[src/rtl/nonce_tx_queue.sv]
// rtl/nonce_tx_queue.sv - queues corrected nonces and serialises them MSB-first onto a byte UART handshake.
// Optional duplicate suppression is enabled by defining NONCE_TX_DEDUP_EN.
module nonce_tx_queue #(
  parameter int DEPTH  = 4,
  parameter int ADDR_W = 2
) (
  input  logic              clk,
  input  logic              rst_n,
  input  logic              nonce_vld,
  input  logic [31:0]       nonce_in,
  input  logic              flush,
  output logic [7:0]        tx_data,
  output logic              tx_vld,
  input  logic              tx_rdy,
  output logic [ADDR_W:0]   level,
  output logic              overflow
);

  typedef enum logic {IDLE, SEND} state_t;

  localparam logic [ADDR_W:0] PTR_ONE = {{ADDR_W{1'b0}}, 1'b1};

  state_t            state, state_nxt;
  logic [31:0]       mem [DEPTH];
  logic [ADDR_W:0]   wr_ptr, rd_ptr;
  logic [31:0]       shift;
  logic [1:0]        idx;
  logic              full, empty, pop, dup, wr_en, drop;

  assign empty = (wr_ptr == rd_ptr);
  assign full  = (wr_ptr[ADDR_W] != rd_ptr[ADDR_W]) &&
                 (wr_ptr[ADDR_W-1:0] == rd_ptr[ADDR_W-1:0]);
  assign level = wr_ptr - rd_ptr;

  assign tx_vld  = (state == SEND);
  assign tx_data = shift[31:24];

`ifdef NONCE_TX_DEDUP_EN
  logic [31:0] last_nonce;
  logic        last_vld;

  assign dup = last_vld && (nonce_in == last_nonce);

  always_ff @(posedge clk or negedge rst_n) begin
    if (!rst_n) begin
      last_nonce <= 32'h0;
      last_vld   <= 1'b0;
    end else if (flush) begin
      last_nonce <= 32'h0;
      last_vld   <= 1'b0;
    end else if (wr_en) begin
      last_nonce <= nonce_in;
      last_vld   <= 1'b1;
    end
  end
`else
  assign dup = 1'b0;
`endif

  // A pop frees a slot in the same cycle, so a full FIFO still accepts then.
  assign wr_en = nonce_vld && !flush && !dup && (!full || pop);
  assign drop  = nonce_vld && !flush && !dup && full && !pop;

  always_comb begin
    state_nxt = state;
    pop       = 1'b0;
    case (state)
      IDLE: begin
        if (!empty && !flush) begin
          pop       = 1'b1;
          state_nxt = SEND;
        end
      end
      SEND: begin
        if (tx_rdy && (idx == 2'd3)) state_nxt = IDLE;
      end
      default: state_nxt = IDLE;
    endcase
  end

  always_ff @(posedge clk or negedge rst_n) begin
    if (!rst_n) state <= IDLE;
    else        state <= state_nxt;
  end

  always_ff @(posedge clk) begin
    if (wr_en) mem[wr_ptr[ADDR_W-1:0]] <= nonce_in;
  end

  always_ff @(posedge clk or negedge rst_n) begin
    if (!rst_n) begin
      wr_ptr   <= '0;
      rd_ptr   <= '0;
      overflow <= 1'b0;
    end else if (flush) begin
      rd_ptr   <= wr_ptr;
      overflow <= 1'b0;
    end else begin
      if (wr_en) wr_ptr <= wr_ptr + PTR_ONE;
      if (pop)   rd_ptr <= rd_ptr + PTR_ONE;
      if (drop)  overflow <= 1'b1;
    end
  end

  // Flush never touches the shift register: a frame in flight always completes.
  always_ff @(posedge clk or negedge rst_n) begin
    if (!rst_n) begin
      shift <= 32'h0;
      idx   <= 2'd0;
    end else if (pop) begin
      shift <= mem[rd_ptr[ADDR_W-1:0]];
      idx   <= 2'd0;
    end else if ((state == SEND) && tx_rdy) begin
      shift <= {shift[23:0], 8'h00};
      idx   <= idx + 2'd1;
    end
  end

endmodule

[config.mk]
export PLATFORM = sky130hd
export DESIGN_NAME = nonce_tx_queue
export DESIGN_NICKNAME = d
export VERILOG_FILES = /design/src/rtl/nonce_tx_queue.sv
export SDC_FILE = /design/constraint.sdc
export NUM_CORES = 1
export LEC_CHECK = 0
export CORE_ASPECT_RATIO = 1.75
export CORE_UTILIZATION = 40
export DETAILED_ROUTE_END_ITERATION = 8
export DONT_BUFFER_PORTS = 1
export PLACE_DENSITY = 0.62
export RECOVER_POWER = 25
export SYNTH_ARGS = -nofsm -noshare
export SYNTH_HDL_FRONTEND = slang
export SYNTH_SLANG_ARGS = --single-unit
[constraint.sdc]
create_clock -name clk -period 2.8 [get_ports clk]
set_input_delay 0.84 -clock clk [delete_from_list [all_inputs] [get_ports clk]]
set_output_delay 0.84 -clock clk [all_outputs]
set_load 0.1 [all_outputs]
**After elaboration in Yosys (flattened, before gate mapping)**

Memory sizes are Yosys's and may differ from the RTL's.
Index checks and enable logic that the tools add are counted.

- RAM bits: 128
- Register bits: 42
- Memories kept: 1
- Output and inout bits: 13
- Bits in latches: 0
- Word-level logic and storage cells: 48
- Bits in read-only memories: 0

- Multiply operators: 0
- Eq/ne operators: 4
- Div/mod/pow operators: 0
- Multiplexer cells: 14
- $add $sub $neg: 4
- Order comparisons: 0
- Bitwise operators: 2
- Shift-type cells: 0
- Reductions and logical operators: 17

Memories:

| name | words | bits a word | rd ports | clocked after Yosys merged registers in | wr ports | line | text |
|---|---|---|---|---|---|---|---|
| mem | 4 | 32 | 1 | 0 | 1 | 24 | `logic [31:0] mem [DEPTH];` |

Operator list:

| kind | number |
|---|---|
| $mux 32 | 2 |
| $logic_and 1x1->1 | 8 |
| $mux 1 | 7 |
| $add 3x1->3 const B | 2 |
| $mux 3 | 2 |
| $reduce_bool 2->1 | 3 |
| $logic_not 1->1 | 4 |
| $mux 2 | 2 |
| $eq 3x3->1 | 1 |
| $sub 3x3->3 | 1 |
| $add 2x1->2 const B | 1 |
| $eq 2x2->1 | 1 |
| $eq 2x2->1 const B | 1 |
| $not 1->1 | 2 |
| $pmux 1 s2 | 1 |
| $reduce_and 2->1 | 1 |
| $logic_or 1x1->1 | 1 |
| $ne 1x1->1 | 1 |

**Depth between registers and ports, before layout**

Gate-level depths: netlist of the first run.

- Word-level depth: 9
- Mapped depth: 7
- Depth with buffers taken out: 5

**Least setup slack after synthesis of the first run**

OpenSTA, ideal clock, no wires.

- Path type: register to output
- From: register wr_ptr[0]
- To: output level[2]
- Path buffers: 0
- Path slack: -658 ps
- Arrival: 2618 ps
- Stages on the path, launching flop included: 5
- Data required time: 1960 ps
- Cells stage by stage: dfrtp_1 -> inv_1 -> ha_1 -> fa_1 -> xnor2_1

- Word-level cells in the longest chain between the ends: 1

RTL lines:

| item | line | text |
|---|---|---|
| start, declared | 25 | `logic [ADDR_W:0] wr_ptr, rd_ptr;` |
| start signal, assigned | 99 | `if (wr_en) wr_ptr <= wr_ptr + PTR_ONE;` |
| $sub 3x3->3 | 33 | `assign level = wr_ptr - rd_ptr;` |
| end, declared | 15 | `output logic [ADDR_W:0] level,` |

Every way passes these cells.

**Worst setup path after layout of the first run**

- From: register rd_ptr[1]
- To: output level[1]

- Word-level cells in the longest chain between the ends: 1

RTL lines:

| item | line | text |
|---|---|---|
| start, declared | 25 |  |
| start signal, assigned | 96 | `rd_ptr <= wr_ptr;` |
| start signal, assigned | 100 | `if (pop) rd_ptr <= rd_ptr + PTR_ONE;` |
| $sub 3x3->3 | 33 |  |

Every way passes these cells.

==> load_flow_metrics.sql, run 1 <==
INSERT INTO impl_metrics (metric_group, metric, value, unit) VALUES
('status', 'outcome', 'complete, no violations', ''),
('setup_path', 'criticalPathCategory', 'flip-flop to output pin', ''),
('timing', 'period_share', '0.962', ''),
('finish', 'drive_gt1_frac', '0.364', ''),
('timing', 'rsz0062_at_grt', 'false', ''),
('flow_run', 'cap_violations', '0', ''),
('setup_path', 'critPathCaptureType', 'output pin', ''),
('synth', 'yosys_register_bits', '170', ''),
('timing', 'worst-slew-pin-transition', '0.902', 'ns'),
('floorplanning', 'placement_rows', '63', ''),
('timing', 'maxSlewHeadroom', '0.399', ''),
('timing', 'finalHoldViolCount', '0', ''),
('route', 'routed_wirelength', '12700', 'um'),
('cts', 'clkTransAtPathRegs', '0.07', 'ns'),
('floorplanning', 'die_width', '102', 'um'),
('setup_path', 'cp_slowest_cell', 'sky130_fd_sc_hd__dfrtp_1', ''),
('route', 'drt_iter0_drc', '137', ''),
('finish', 'mostFrequentLayoutCells', 'sky130_fd_sc_hd__edfxtp_1 (128), sky130_fd_sc_hd__dfrtp_1 (41), sky130_fd_sc_hd__mux4_2 (32)', ''),
('route', 'routed_wire_length_per_instance', '20.8', 'um'),
('timing', 'final.setup.tns', '0', 'ns'),
('floorplanning', 'start_util', '0.411', ''),
('setup_path', 'critical_path.top_delay_family', 'flip-flops', ''),
('setup_path', 'worst_r2r_src', 'rd_ptr[1]$_DFFE_PN0P_', ''),
('global_route', 'grt_max_degree', '43', ''),
('setup_path', 'r2r_end', 'mem[3][16]$_DFFE_PP_', ''),
('setup_path', 'crit_required', '1.96', 'ns'),
('setup_path', 'startpoint_type', 'flip-flop', ''),
('timing', 'max_clock_freq', '371', 'MHz'),
('synth', 'syn_avg_cell_area', '19.4', 'sq um'),
('finish', 'antenna_cells_inserted', '0', ''),
('floorplanning', 'num_io_pins', '50', ''),
('cts', 'cts_max_path_buffers', '2', ''),
('setup_path', 'register_to_register_setup_slack', '0.38', 'ns'),
('timing', 'timing_max_transition_violations_final', '0', ''),
('synth', 'synth_area', '7000', 'sq um'),
('placement', 'port_buffers', '0', ''),
('setup_path', 'reg2reg_depth', '6', ''),
('power', 'power.density', '1190', 'nW/um^2'),
('cts', 'cts_hold_buffers', '0', ''),
('placement', 'gpl.final_weighted_congestion', '0.804', ''),
('synth', 'post_synth_net_total', '406', ''),
('global_route', 'grt_pass1_vias', '3508', ''),
('finish', 'final_common_cell', 'sky130_fd_sc_hd__edfxtp_1', ''),
('timing', 'fin_crit', '2.69', 'ns'),
('setup_path', 'cp_cell_sequence', 'fa_2 -> inv_1 -> buf_12', ''),
('synth', 'synth_async_sr_flop_share', '0.247', ''),
('timing', 'timing.final.setup_violations', '0', ''),
('global_route', 'track_usage', '0.155', ''),
('global_route', 'grt_remaining_overflow', '0', ''),
('cts', 'clk-insertion-delay-late', '0.42', 'ns'),
('synth', 'number_of_enable_flip_flop_cells_after_synthesis', '128', ''),
('cts', 'cts.sink_count', '170', ''),
('cts', 'htree_num_levels', '4', ''),
('route', 'drt_drc_violations_left', '0', ''),
('finish', 'area.growth.synth_to_final', '13.3', '%'),
('power', 'ir_drop', '0.000505', 'V'),
('synth', 'yosysUniqueCellTypes', '39', ''),
('route', 'number_of_vias_per_cell_after_detailed_routing', '5.27', ''),
('cts', 'clockRootBuffer', 'sky130_fd_sc_hd__clkbuf_16', ''),
('placement', 'place.detailed.hpwl', '8030', 'um'),
('cts', 'numCtsBuffers', '17', ''),
('global_route', 'grt_pass1_wl', '19900', 'um'),
('synth', 'synthCells', '360', ''),
('synth', 'dominantRegCellSynth', 'sky130_fd_sc_hd__edfxtp_1', ''),
('placement', 'placed_cells', '576', ''),
('finish', 'fin_nets', '415', ''),
('finish', 'finish.cell_count_without_fillers', '609', ''),
('synth', 'sequential_area_share_after_synthesis', '0.699', ''),
('setup_path', 'timing.critical_path.fanout_max', '9', ''),
('timing', 'timing.clock.skew', '0.00969', 'ns'),
('global_route', 'antenna_found_initial', '0', ''),
('route', 'ant_nets', '0', ''),
('setup_path', 'critical-path-max-stage-delay', '0.62', 'ns'),
('setup_path', 'crit_buf_inv', '2', ''),
('synth', 'ys.warnings.count', '0', ''),
('cts', 'cts_tree', 'built', ''),
('floorplanning', 'coreArea', '17000', 'sq um'),
('floorplanning', 'dieHeight', '177', 'um'),
('power', 'leakage', '2.86', 'nW'),
('min_path', 'worst_hold_path_type', 'input pin to asynchronous set/reset pin', ''),
('route', 'drt_pre_antenna_iters', '4', ''),
('setup_path', 'worst-endpoint-arrival', '1.85', 'ns'),
('floorplanning', 'dieArea', '18000', 'sq um'),
('route', 'vias', '3207', '');
[cell usage after synthesis (all sizes together) (2+ instances only)]
cell	n	area share
edfxtp	128	0.55
o21ai	11	0.0095
xnor2	3	0.0048
mux4	32	0.10
o211ai	11	0.012
buf	20	0.021
o31a	2	0.0025
inv	6	0.0032
ha	8	0.014
dfrtp	42	0.15
mux2	49	0.090
xor2	2	0.0036
nand2	19	0.011
and2	4	0.0036
clkbuf	6	0.0032
nand2b	2	0.0018
[sequential cells by signal, summed over array words and instances (netlist names)]
register and flops:
mem 128, shift 32, overflow 1, idx 2, tx_vld 1, rd_ptr 3, wr_ptr 3
[report_power, final]
part	internal, mW	switching [mW]
logic	1.52	1.72
registers	3.22	0.728
clock network	1.21	1.07
[what timing repair did]
item	4_1_cts	5_1_grt
pin swaps	0	0
setup endpoints to repair	1	1
gates resized for setup	2	0
setup buffers	0	1
[cell type report]
| cell class | instances | area (sq um) |
|---|---|---|
| multi-input combinational | 158 | 1940 |
| inverter | 6 | 22.5 |
| timing repair buffer | 16 | 208 |
| sequential | 170 | 4900 |
| clock buffer | 18 | 439 |
| fill | 1456 | 9100 |
| clock inverter | 14 | 145 |
| tap | 227 | 284 |
[worst register-to-register path, delay by kind of cell (launching register included)]
kind | cells | cell delay, ns
buf+inv | 3 | 0.63
flops | 1 | 0.62
compound gates | 1 | 0.44
fa+ha+maj | 1 | 0.31
simple gates | 1 | 0.09
[kinds of logic after synthesis]
family / after synthesis / share of synthesized area
buf+inv: 32 / 0.0270
simple gates: 32 / 0.0222
mux: 81 / 0.193
flops: 170 / 0.699
fa+ha+maj: 9 / 0.0172
xor+xnor: 5 / 0.00841
compound gates: 31 / 0.0333
[stage by stage]
stage	util	hold WS, ns	power, mW	area (sq um)	setup slack, ns
floorplan	-	0.500	6.51	7020	0.0671
global placement	0.431	0.520	7.21	7340	0.414
detailed placement	0.431	0.526	7.28	7340	0.376
CTS	0.465	0.0793	9.58	7920	0.0393
global route	0.466	0.0705	9.91	7930	0.0148
finish	0.466	0.101	9.48	7930	0.106
[how the worst max path moves through the flow]
| stage | start | to | slack, ns | cells after the start |
|---|---|---|---|---|
| after global routing | wr_ptr[1]$_DFFE_PN0P_ | level[2] | 0.01 | 4 |
| final | rd_ptr[1]$_DFFE_PN0P_ | level[1] | 0.11 | 3 |
| after detailed placement | wr_ptr[0]$_DFFE_PN0P_ | level[2] | 0.38 | 5 |
| after CTS | wr_ptr[0]$_DFFE_PN0P_ | level[2] | 0.04 | 5 |
| after global placement | wr_ptr[0]$_DFFE_PN0P_ | level[2] | 0.41 | 5 |
| after floorplan | flush | mem[0][0]$_DFFE_PP_ | 0.07 | 4 |
[per-layer routing]
metal / global-route usage / up-vias / wire (um) / share of wire
met3: 0.0450 / 18 / 634 / 0.050
met2: 0.273 / 66 / 7030 / 0.55
li1: - / 1428 / - / -
met5: 0 / - / 0 / 0
met1: 0.170 / 1695 / 4740 / 0.37
met4: 0.0708 / 0 / 275 / 0.022
Note: power is estimated with default switching activity, not from simulation.
==> run 2, diff against run 1 <==
--- a/config.mk
+++ b/config.mk
@@ -5,12 +5,15 @@
 export SDC_FILE = /design/constraint.sdc
 export NUM_CORES = 1
 export LEC_CHECK = 0
+export ABC_AREA = 1
+export CAP_MARGIN = 10
 export CORE_ASPECT_RATIO = 1.75
 export CORE_UTILIZATION = 40
 export DETAILED_ROUTE_END_ITERATION = 8
 export DONT_BUFFER_PORTS = 1
 export PLACE_DENSITY = 0.62
 export RECOVER_POWER = 25
+export SKIP_LAST_GASP = 1
 export SYNTH_ARGS = -nofsm -noshare
 export SYNTH_HDL_FRONTEND = slang
 export SYNTH_SLANG_ARGS = --single-unit
==> run 2 against run 1 <==
  * Via count is 47% higher
  * Worst setup slack got worse by 0.031 ns
  * Critical path depth rose by 2
  * Synthesized cell count up 91%
  * Power is 0.37% lower
  * Cell count increased by 53%
  * Global-route usage grew 1.6 points
  * Count of clock-buffer cells in the layout is 1 higher
  * Hold slack gained 0.0056 ns
  * Combinational power up 15%
  * Wire length up 18%
  * Non-clock buffer count up 11
  * Critical endpoint is now level[2]
  * Largest cell class unchanged
  * Largest power group is now combinational logic
==> load_flow_metrics.sql, run 2 <==
INSERT INTO impl_metrics (metric_group, metric, value, unit) VALUES
('finish', 'fin_nets', '734', ''),
('floorplanning', 'placement_rows', '64', ''),
('global_route', 'grt_remaining_overflow', '0', ''),
('finish', 'drive_gt1_frac', '0.106', ''),
('timing', 'rsz0062_at_grt', 'false', ''),
('setup_path', 'crit_required', '1.96', 'ns'),
('cts', 'numCtsBuffers', '17', ''),
('synth', 'synth_area', '7240', 'sq um'),
('placement', 'post_placement_cell_area', '7560', 'sq um'),
('power', 'pwr-share-seq', '0.361', ''),
('setup_path', 'worst_r2r_src', 'rd_ptr[1]$_DFFE_PN0P_', ''),
('setup_path', 'critical_path_destination', 'level[2]', ''),
('synth', 'post_synth_net_total', '732', ''),
('synth', 'ys.warnings.count', '0', ''),
('timing', 'timing.clock.skew', '0.00879', 'ns'),
('power', 'switching_share', '0.410', ''),
('synth', 'number_of_enable_flip_flop_cells_after_synthesis', '128', ''),
('setup_path', 'critical-path-max-stage-delay', '0.41', 'ns'),
('finish', 'fillerInstances', '1636', ''),
('timing', 'timing_max_transition_violations_final', '0', ''),
('global_route', 'antenna_found_initial', '0', ''),
('route', 'drt_iter0_drc', '291', ''),
('status', 'outcome', 'complete, no violations', ''),
('route', 'vias', '4707', ''),
('setup_path', 'worst-endpoint-arrival', '1.88', 'ns'),
('timing', 'finalHoldViolCount', '0', ''),
('setup_path', 'startpoint_type', 'flip-flop', ''),
('global_route', 'grt_pass1_vias', '4755', ''),
('timing', 'max_clock_freq', '367', 'MHz'),
('synth', 'synth_most_common_cell', 'sky130_fd_sc_hd__nand2_1', ''),
('cts', 'cts_max_path_buffers', '2', ''),
('floorplanning', 'dieArea', '18700', 'sq um'),
('route', 'routed_wirelength', '15000', 'um'),
('synth', 'synth_async_sr_flop_share', '0.247', ''),
('finish', 'number_of_flip_flops_in_the_largest_register', '128', ''),
('timing', 'maxSlewHeadroom', '0.503', ''),
('setup_path', 'reg2reg_depth', '10', ''),
('route', 'routed_wire_length_per_instance', '16.1', 'um'),
('cts', 'clkTransAtPathRegs', '0.07', 'ns'),
('synth', 'synth_area_leader_cell', 'sky130_fd_sc_hd__edfxtp_1', ''),
('route', 'ant_nets', '0', ''),
('global_route', 'track_usage', '0.171', ''),
('setup_path', 'cp_cell_sequence', 'inv_1 -> ha_1 -> fa_1 -> xor2_2 -> buf_12', ''),
('cts', 'cts.sink_count', '170', ''),
('finish', 'utilization', '0.463', ''),
('synth', 'synthTopCellsByArea', 'sky130_fd_sc_hd__edfxtp_1 (53%), sky130_fd_sc_hd__dfrtp_1 (15%), sky130_fd_sc_hd__nand2_1 (14%), sky130_fd_sc_hd__nand3_1 (7.7%), sky130_fd_sc_hd__nor2_1 (1.9%)', ''),
('placement', 'placed_cells', '899', ''),
('setup_path', 'crit_buf_inv', '2', ''),
('power', 'power.clock.fraction', '0.244', ''),
('placement', 'port_buffers', '0', ''),
('finish', 'multi_input_comb_area', '2020', 'sq um'),
('floorplanning', 'die_width', '104', 'um'),
('timing', 'period_share', '0.973', ''),
('placement', 'place.detailed.hpwl', '8970', 'um'),
('setup_path', 'crit_cells', '5', ''),
('finish', 'final_design_area_no_fill', '8160', 'sq um'),
('synth', 'dominantRegCellSynth', 'sky130_fd_sc_hd__edfxtp_1', ''),
('cts', 'cts_tree', 'built', ''),
('synth', 'yosysTopAreaCellShare', '0.531', ''),
('cts', 'clockRootBuffer', 'sky130_fd_sc_hd__clkbuf_16', ''),
('global_route', 'grt_max_degree', '69', ''),
('flow_run', 'cap_violations', '0', ''),
('finish', 'finish.cell_count_without_fillers', '932', ''),
('floorplanning', 'start_util', '0.411', ''),
('finish', 'area.growth.synth_to_final', '12.6', '%'),
('setup_path', 'register_to_register_setup_slack', '0.76', 'ns'),
('setup_path', 'criticalPathCategory', 'flip-flop to output pin', ''),
('setup_path', 'critical_path.startpoint', 'wr_ptr[0]$_DFFE_PN0P_', ''),
('finish', 'register_area', '4900', 'sq um'),
('synth', 'yosys_register_bits', '170', ''),
('min_path', 'worst_hold_path_type', 'input pin to asynchronous set/reset pin', ''),
('synth', 'yosysUniqueCellTypes', '22', ''),
('setup_path', 'critPathCaptureType', 'output pin', ''),
('timing', 'worst-slew-pin-transition', '0.745', 'ns'),
('route', 'drt_pre_antenna_iters', '5', ''),
('placement', 'gpl.final_weighted_congestion', '0.812', ''),
('finish', 'mostFrequentLayoutCells', 'sky130_fd_sc_hd__nand2_1 (264), sky130_fd_sc_hd__edfxtp_1 (128), sky130_fd_sc_hd__nand3_1 (112)', ''),
('setup_path', 'timing.critical_path.fanout_max', '4', ''),
('route', 'number_of_vias_per_cell_after_detailed_routing', '5.05', ''),
('floorplanning', 'num_io_pins', '50', ''),
('finish', 'final_common_cell', 'sky130_fd_sc_hd__nand2_1', ''),
('synth', 'sequential_area_share_after_synthesis', '0.676', ''),
('synth', 'synthTopCellsByCount', 'sky130_fd_sc_hd__nand2_1 (264), sky130_fd_sc_hd__edfxtp_1 (128), sky130_fd_sc_hd__nand3_1 (112)', ''),
('setup_path', 'r2r_end', 'shift[25]$_DFFE_PN0P_', ''),
('setup_path', 'cp_slowest_cell', 'sky130_fd_sc_hd__fa_1', ''),
('route', 'drt_drc_violations_left', '0', ''),
('cts', 'clk-insertion-delay-late', '0.43', 'ns'),
('synth', 'synthCells', '686', ''),
('floorplanning', 'coreArea', '17600', 'sq um'),
('power', 'power.density', '1160', 'nW/um^2'),
('cts', 'cts_hold_buffers', '0', ''),
('timing', 'fin_crit', '2.72', 'ns'),
('global_route', 'grt_pass1_wl', '24500', 'um'),
('power', 'p_int', '5.57', 'mW'),
('finish', 'antenna_cells_inserted', '0', ''),
('timing', 'timing.final.setup_violations', '0', ''),
('synth', 'syn_avg_cell_area', '10.6', 'sq um'),
('power', 'power.net_switching', '3.87', 'mW'),
('power', 'total_power', '9.44', 'mW'),
('cts', 'htree_num_levels', '4', ''),
('power', 'share_comb_of_total_power', '0.396', ''),
('power', 'leakage', '3.39', 'nW'),
('floorplanning', 'dieHeight', '180', 'um'),
('setup_path', 'critical_path.top_delay_family', 'adder cells', ''),
('power', 'ir_drop', '0.000751', 'V');
==> run 2: cell count changes after synthesis, sizes merged, moves of 4 or more <==
cell,delta
and2,-4
buf,+14
clkbuf,+4
inv,+13
mux2,-49
mux4,-32
nand2,+248
nand3,+112
nor2,+37
o211ai,-11
o21ai,+11
==> run 2: how the worst min path moves through the flow <==
| stage | from | to | slack, ns | depth (start not counted) |
|---|---|---|---|---|
| floorplan | idx[0]$_DFFE_PN0P_ | idx[0]$_DFFE_PN0P_ | 0.46 | 1 |
| global placement | idx[0]$_DFFE_PN0P_ | idx[0]$_DFFE_PN0P_ | 0.47 | 1 |
| detailed placement | shift[15]$_DFFE_PN0P_ | shift[15]$_DFFE_PN0P_ | 0.49 | 2 |
| CTS | rst_n | shift[16]$_DFFE_PN0P_ | 0.08 | 0 |
| global route | rst_n | tx_vld$_DFF_PN0_ | 0.08 | 0 |
| finish | rst_n | rd_ptr[2]$_DFFE_PN0P_ | 0.11 | 0 |
==> run 2: area by class of cell <==
| cell class | instances | share of cell area |
|---|---|---|
| repair buffers | 27 | 0.0356 |
| well taps | 231 | 0.0354 |
| clock inverters | 13 | 0.0150 |
| flip-flops and latches | 170 | 0.600 |
| inverters | 19 | 0.00874 |
| multi-input cells | 453 | 0.248 |
| clock buffers | 19 | 0.0569 |
==> run 2: repair_timing <==
action	CTS	global route
gates resized for setup	0	0
setup buffers	1	0
setup endpoints to repair	1	1
pin swaps	0	1
==> run 2: layer usage <==
metal | global-route usage | part of all wire | vias to the layer above
met3 | 0.0456 | 0.047 | 15
met4 | 0.0766 | 0.016 | 0
met2 | 0.313 | 0.55 | 94
met1 | 0.183 | 0.38 | 2310
met5 | 0 | 0 | -
li1 | - | - | 2288
==> run 2: power groups by stage <==
stage | Clock (mW) | Combinational [mW] | Sequential (mW)
detailed placement | 0 | 3.74 | 3.47
CTS | 2.35 | 3.78 | 3.41
global placement | 0 | 3.71 | 3.45
finish | 2.30 | 3.73 | 3.40
floorplan | 0 | 2.81 | 3.49
global route | 2.44 | 4.11 | 3.45
==> run 2: kinds of logic after synthesis <==
family | synth area share
compound gates | 0.0152
flops | 0.676
xor+xnor | 0.00363
fa+ha+maj | 0.0166
simple gates | 0.241
buf+inv | 0.0475
==> run 2: through the flow <==
| step | hold slack (ns) | setup slack, ns | TNS [ns] |
|---|---|---|---|
| 4_1_cts | 0.0809 | 0.0317 | 0 |
| 6_report | 0.107 | 0.0757 | 0 |
| 5_1_grt | 0.0819 | 0.0150 | 0 |
| 2_1_floorplan | 0.455 | -0.476 | -60.99 |
| 3_3_place_gp | 0.471 | 0.433 | 0 |
| 3_5_place_dp | 0.495 | 0.394 | 0 |
==> run 3, diff against run 2 <==
--- a/config.mk
+++ b/config.mk
@@ -8,10 +8,10 @@
 export ABC_AREA = 1
 export CAP_MARGIN = 10
 export CORE_ASPECT_RATIO = 1.75
-export CORE_UTILIZATION = 40
+export CORE_UTILIZATION = 35
 export DETAILED_ROUTE_END_ITERATION = 8
 export DONT_BUFFER_PORTS = 1
-export PLACE_DENSITY = 0.62
+export PLACE_DENSITY = 0.57
 export RECOVER_POWER = 25
 export SKIP_LAST_GASP = 1
 export SYNTH_ARGS = -nofsm -noshare
==> run 3 against run 2 <==
  * Largest power group unchanged
  * Fmax is 1.7% higher
  * Global-route usage is 1.7 points lower
  * Combinational power is 1% higher
  * Power is 0.96% lower
  * Count of clock-buffer cells in the layout is 7 higher
  * Via count is 0.13% higher
  * Sequential share of layout area hardly changed
  * Critical path depth stayed put
  * Sequential power hardly changed
  * Wire length is 4.2% higher
==> load_flow_metrics.sql, run 3 (synthesis gave the netlist of run 2 again) <==
INSERT INTO impl_metrics (metric_group, metric, value, unit) VALUES
('timing', 'max_clock_freq', '373', 'MHz'),
('setup_path', 'crit_buf_inv', '3', ''),
('setup_path', 'crit_required', '1.96', 'ns'),
('timing', 'timing.final.setup_violations', '0', ''),
('placement', 'place.detailed.hpwl', '9500', 'um'),
('cts', 'clockRootBuffer', 'sky130_fd_sc_hd__clkbuf_16', ''),
('power', 'leakage', '3.36', 'nW'),
('timing', 'timing_max_transition_violations_final', '0', ''),
('min_path', 'worst_hold_path_type', 'input pin to asynchronous set/reset pin', ''),
('cts', 'cts_tree', 'built', ''),
('cts', 'cts_max_path_buffers', '2', ''),
('power', 'total_power', '9.35', 'mW'),
('global_route', 'grt_remaining_overflow', '0', ''),
('global_route', 'antenna_found_initial', '0', ''),
('floorplanning', 'num_io_pins', '50', ''),
('timing', 'fin_crit', '2.68', 'ns'),
('finish', 'drive_gt1_frac', '0.0999', ''),
('setup_path', 'worst-endpoint-arrival', '1.84', 'ns'),
('cts', 'htree_num_levels', '4', ''),
('timing', 'maxSlewHeadroom', '0.510', ''),
('floorplanning', 'die_width', '111', 'um'),
('timing', 'worst-slew-pin-transition', '0.735', 'ns'),
('setup_path', 'timing.critical_path.fanout_max', '4', ''),
('timing', 'timing.clock.skew', '0.00521', 'ns'),
('route', 'number_of_vias_per_cell_after_detailed_routing', '4.97', ''),
('route', 'routed_wire_length_per_instance', '16.5', 'um'),
('cts', 'clk-insertion-delay-late', '0.42', 'ns'),
('flow_run', 'cap_violations', '0', ''),
('finish', 'multi_input_comb_area', '2030', 'sq um'),
('route', 'routed_wirelength', '15600', 'um'),
('finish', 'number_of_flip_flops_in_the_largest_register', '128', ''),
('finish', 'mostFrequentLayoutCells', 'sky130_fd_sc_hd__nand2_1 (264), sky130_fd_sc_hd__edfxtp_1 (128), sky130_fd_sc_hd__nand3_1 (112)', ''),
('route', 'ant_nets', '0', ''),
('cts', 'cts.sink_count', '170', ''),
('floorplanning', 'placement_rows', '69', ''),
('finish', 'fillerInstances', '1897', ''),
('route', 'drt_pre_antenna_iters', '4', ''),
('setup_path', 'startpoint_type', 'flip-flop', ''),
('global_route', 'grt_pass1_wl', '24900', 'um'),
('timing', 'rsz0062_at_grt', 'false', ''),
('timing', 'finalHoldViolCount', '0', ''),
('cts', 'clkTransAtPathRegs', '0.06', 'ns'),
('setup_path', 'critical_path.top_delay_family', 'adder cells', ''),
('power', 'power.density', '1150', 'nW/um^2'),
('status', 'outcome', 'complete, no violations', ''),
('cts', 'cts_hold_buffers', '0', ''),
('setup_path', 'cp_slowest_cell', 'sky130_fd_sc_hd__fa_2', ''),
('global_route', 'grt_max_degree', '69', ''),
('finish', 'final_common_cell', 'sky130_fd_sc_hd__nand2_1', ''),
('floorplanning', 'dieHeight', '192', 'um'),
('finish', 'register_area', '4900', 'sq um'),
('placement', 'gpl.final_weighted_congestion', '0.785', ''),
('floorplanning', 'dieArea', '21300', 'sq um'),
('placement', 'placed_cells', '916', ''),
('timing', 'period_share', '0.956', ''),
('setup_path', 'criticalPathCategory', 'flip-flop to output pin', ''),
('finish', 'area.growth.synth_to_final', '12.5', '%'),
('global_route', 'track_usage', '0.154', ''),
('setup_path', 'cp_cell_sequence', 'inv_1 -> ha_1 -> fa_2 -> inv_1 -> buf_12', ''),
('route', 'drt_iter0_drc', '317', ''),
('route', 'vias', '4713', ''),
('setup_path', 'worst_path_most_repeated_cell', 'sky130_fd_sc_hd__inv_1', ''),
('setup_path', 'critical-path-max-stage-delay', '0.44', 'ns'),
('global_route', 'grt_pass1_vias', '4868', ''),
('finish', 'fin_nets', '734', ''),
('finish', 'antenna_cells_inserted', '0', ''),
('placement', 'port_buffers', '0', ''),
('cts', 'numCtsBuffers', '17', ''),
('route', 'drt_drc_violations_left', '0', ''),
('finish', 'finish.cell_count_without_fillers', '949', ''),
('floorplanning', 'coreArea', '20300', 'sq um'),
('power', 'ir_drop', '0.000654', 'V'),
('setup_path', 'critPathCaptureType', 'output pin', ''),
('floorplanning', 'start_util', '0.357', '');
run 3: final timing paths:
path | start | end | slack [ns] | cells after the start
worst max-delay path | wr_ptr[0]$_DFFE_PN0P_ | level[1] | 0.12 | 5
worst min-delay path | rst_n | rd_ptr[0]$_DFFE_PN0P_ | 0.11 | 0
worst max register to register | rd_ptr[1]$_DFFE_PN0P_ | shift[3]$_DFFE_PN0P_ | 0.75 | 9
worst min register to register | idx[0]$_DFFE_PN0P_ | idx[0]$_DFFE_PN0P_ | 0.48 | 1
max in group asynchronous | rst_n | shift[27]$_DFFE_PN0P_ | 2.58 | 0
min in group clk | idx[0]$_DFFE_PN0P_ | idx[0]$_DFFE_PN0P_ | 0.48 | 1
run 3: repair_timing:
action,4_1_cts,5_1_grt
pin swaps,0,1
cloned,0,0
setup endpoints to repair,1,1
resized for setup,0,1
buffers inserted,1,0
run 3: area by class of cell:
cell class              instances  share of cell area
clock buffers                  26              0.0640
clock inverters                 6             0.00430
flip-flops and latches        170               0.601
multi-input cells             453               0.249
well taps                     248              0.0381
repair buffers                 27              0.0356
inverters                      19             0.00875
run 3: metal layers:
layer	part of all wire	vias to the layer above	global-route usage
met5	0	-	0
met4	0.031	0	0.0862
met3	0.046	25	0.0371
met2	0.55	112	0.295
met1	0.37	2291	0.150
li1	-	2285	-
run 3: power breakdown:
group          switching (mW)  total (mW)  internal [mW]
logic                    2.71        3.77           1.06
registers               0.204        3.40           3.20
clock network           0.897        2.18           1.28
total                    3.81        9.35           5.54
run 3: through the flow:
step / setup slack [ns] / hold slack (ns) / util / instance area [sq um] / TNS, ns
after floorplan: -0.476 / 0.455 / - / 7250 / -60.99
after global placement: 0.427 / 0.472 / 0.374 / 7580 / 0
after detailed placement: 0.358 / 0.477 / 0.374 / 7580 / 0
after CTS: 0.0274 / 0.0949 / 0.402 / 8150 / 0
after global routing: 0.0416 / 0.0943 / 0.402 / 8150 / 0
final: 0.122 / 0.112 / 0.402 / 8150 / 0
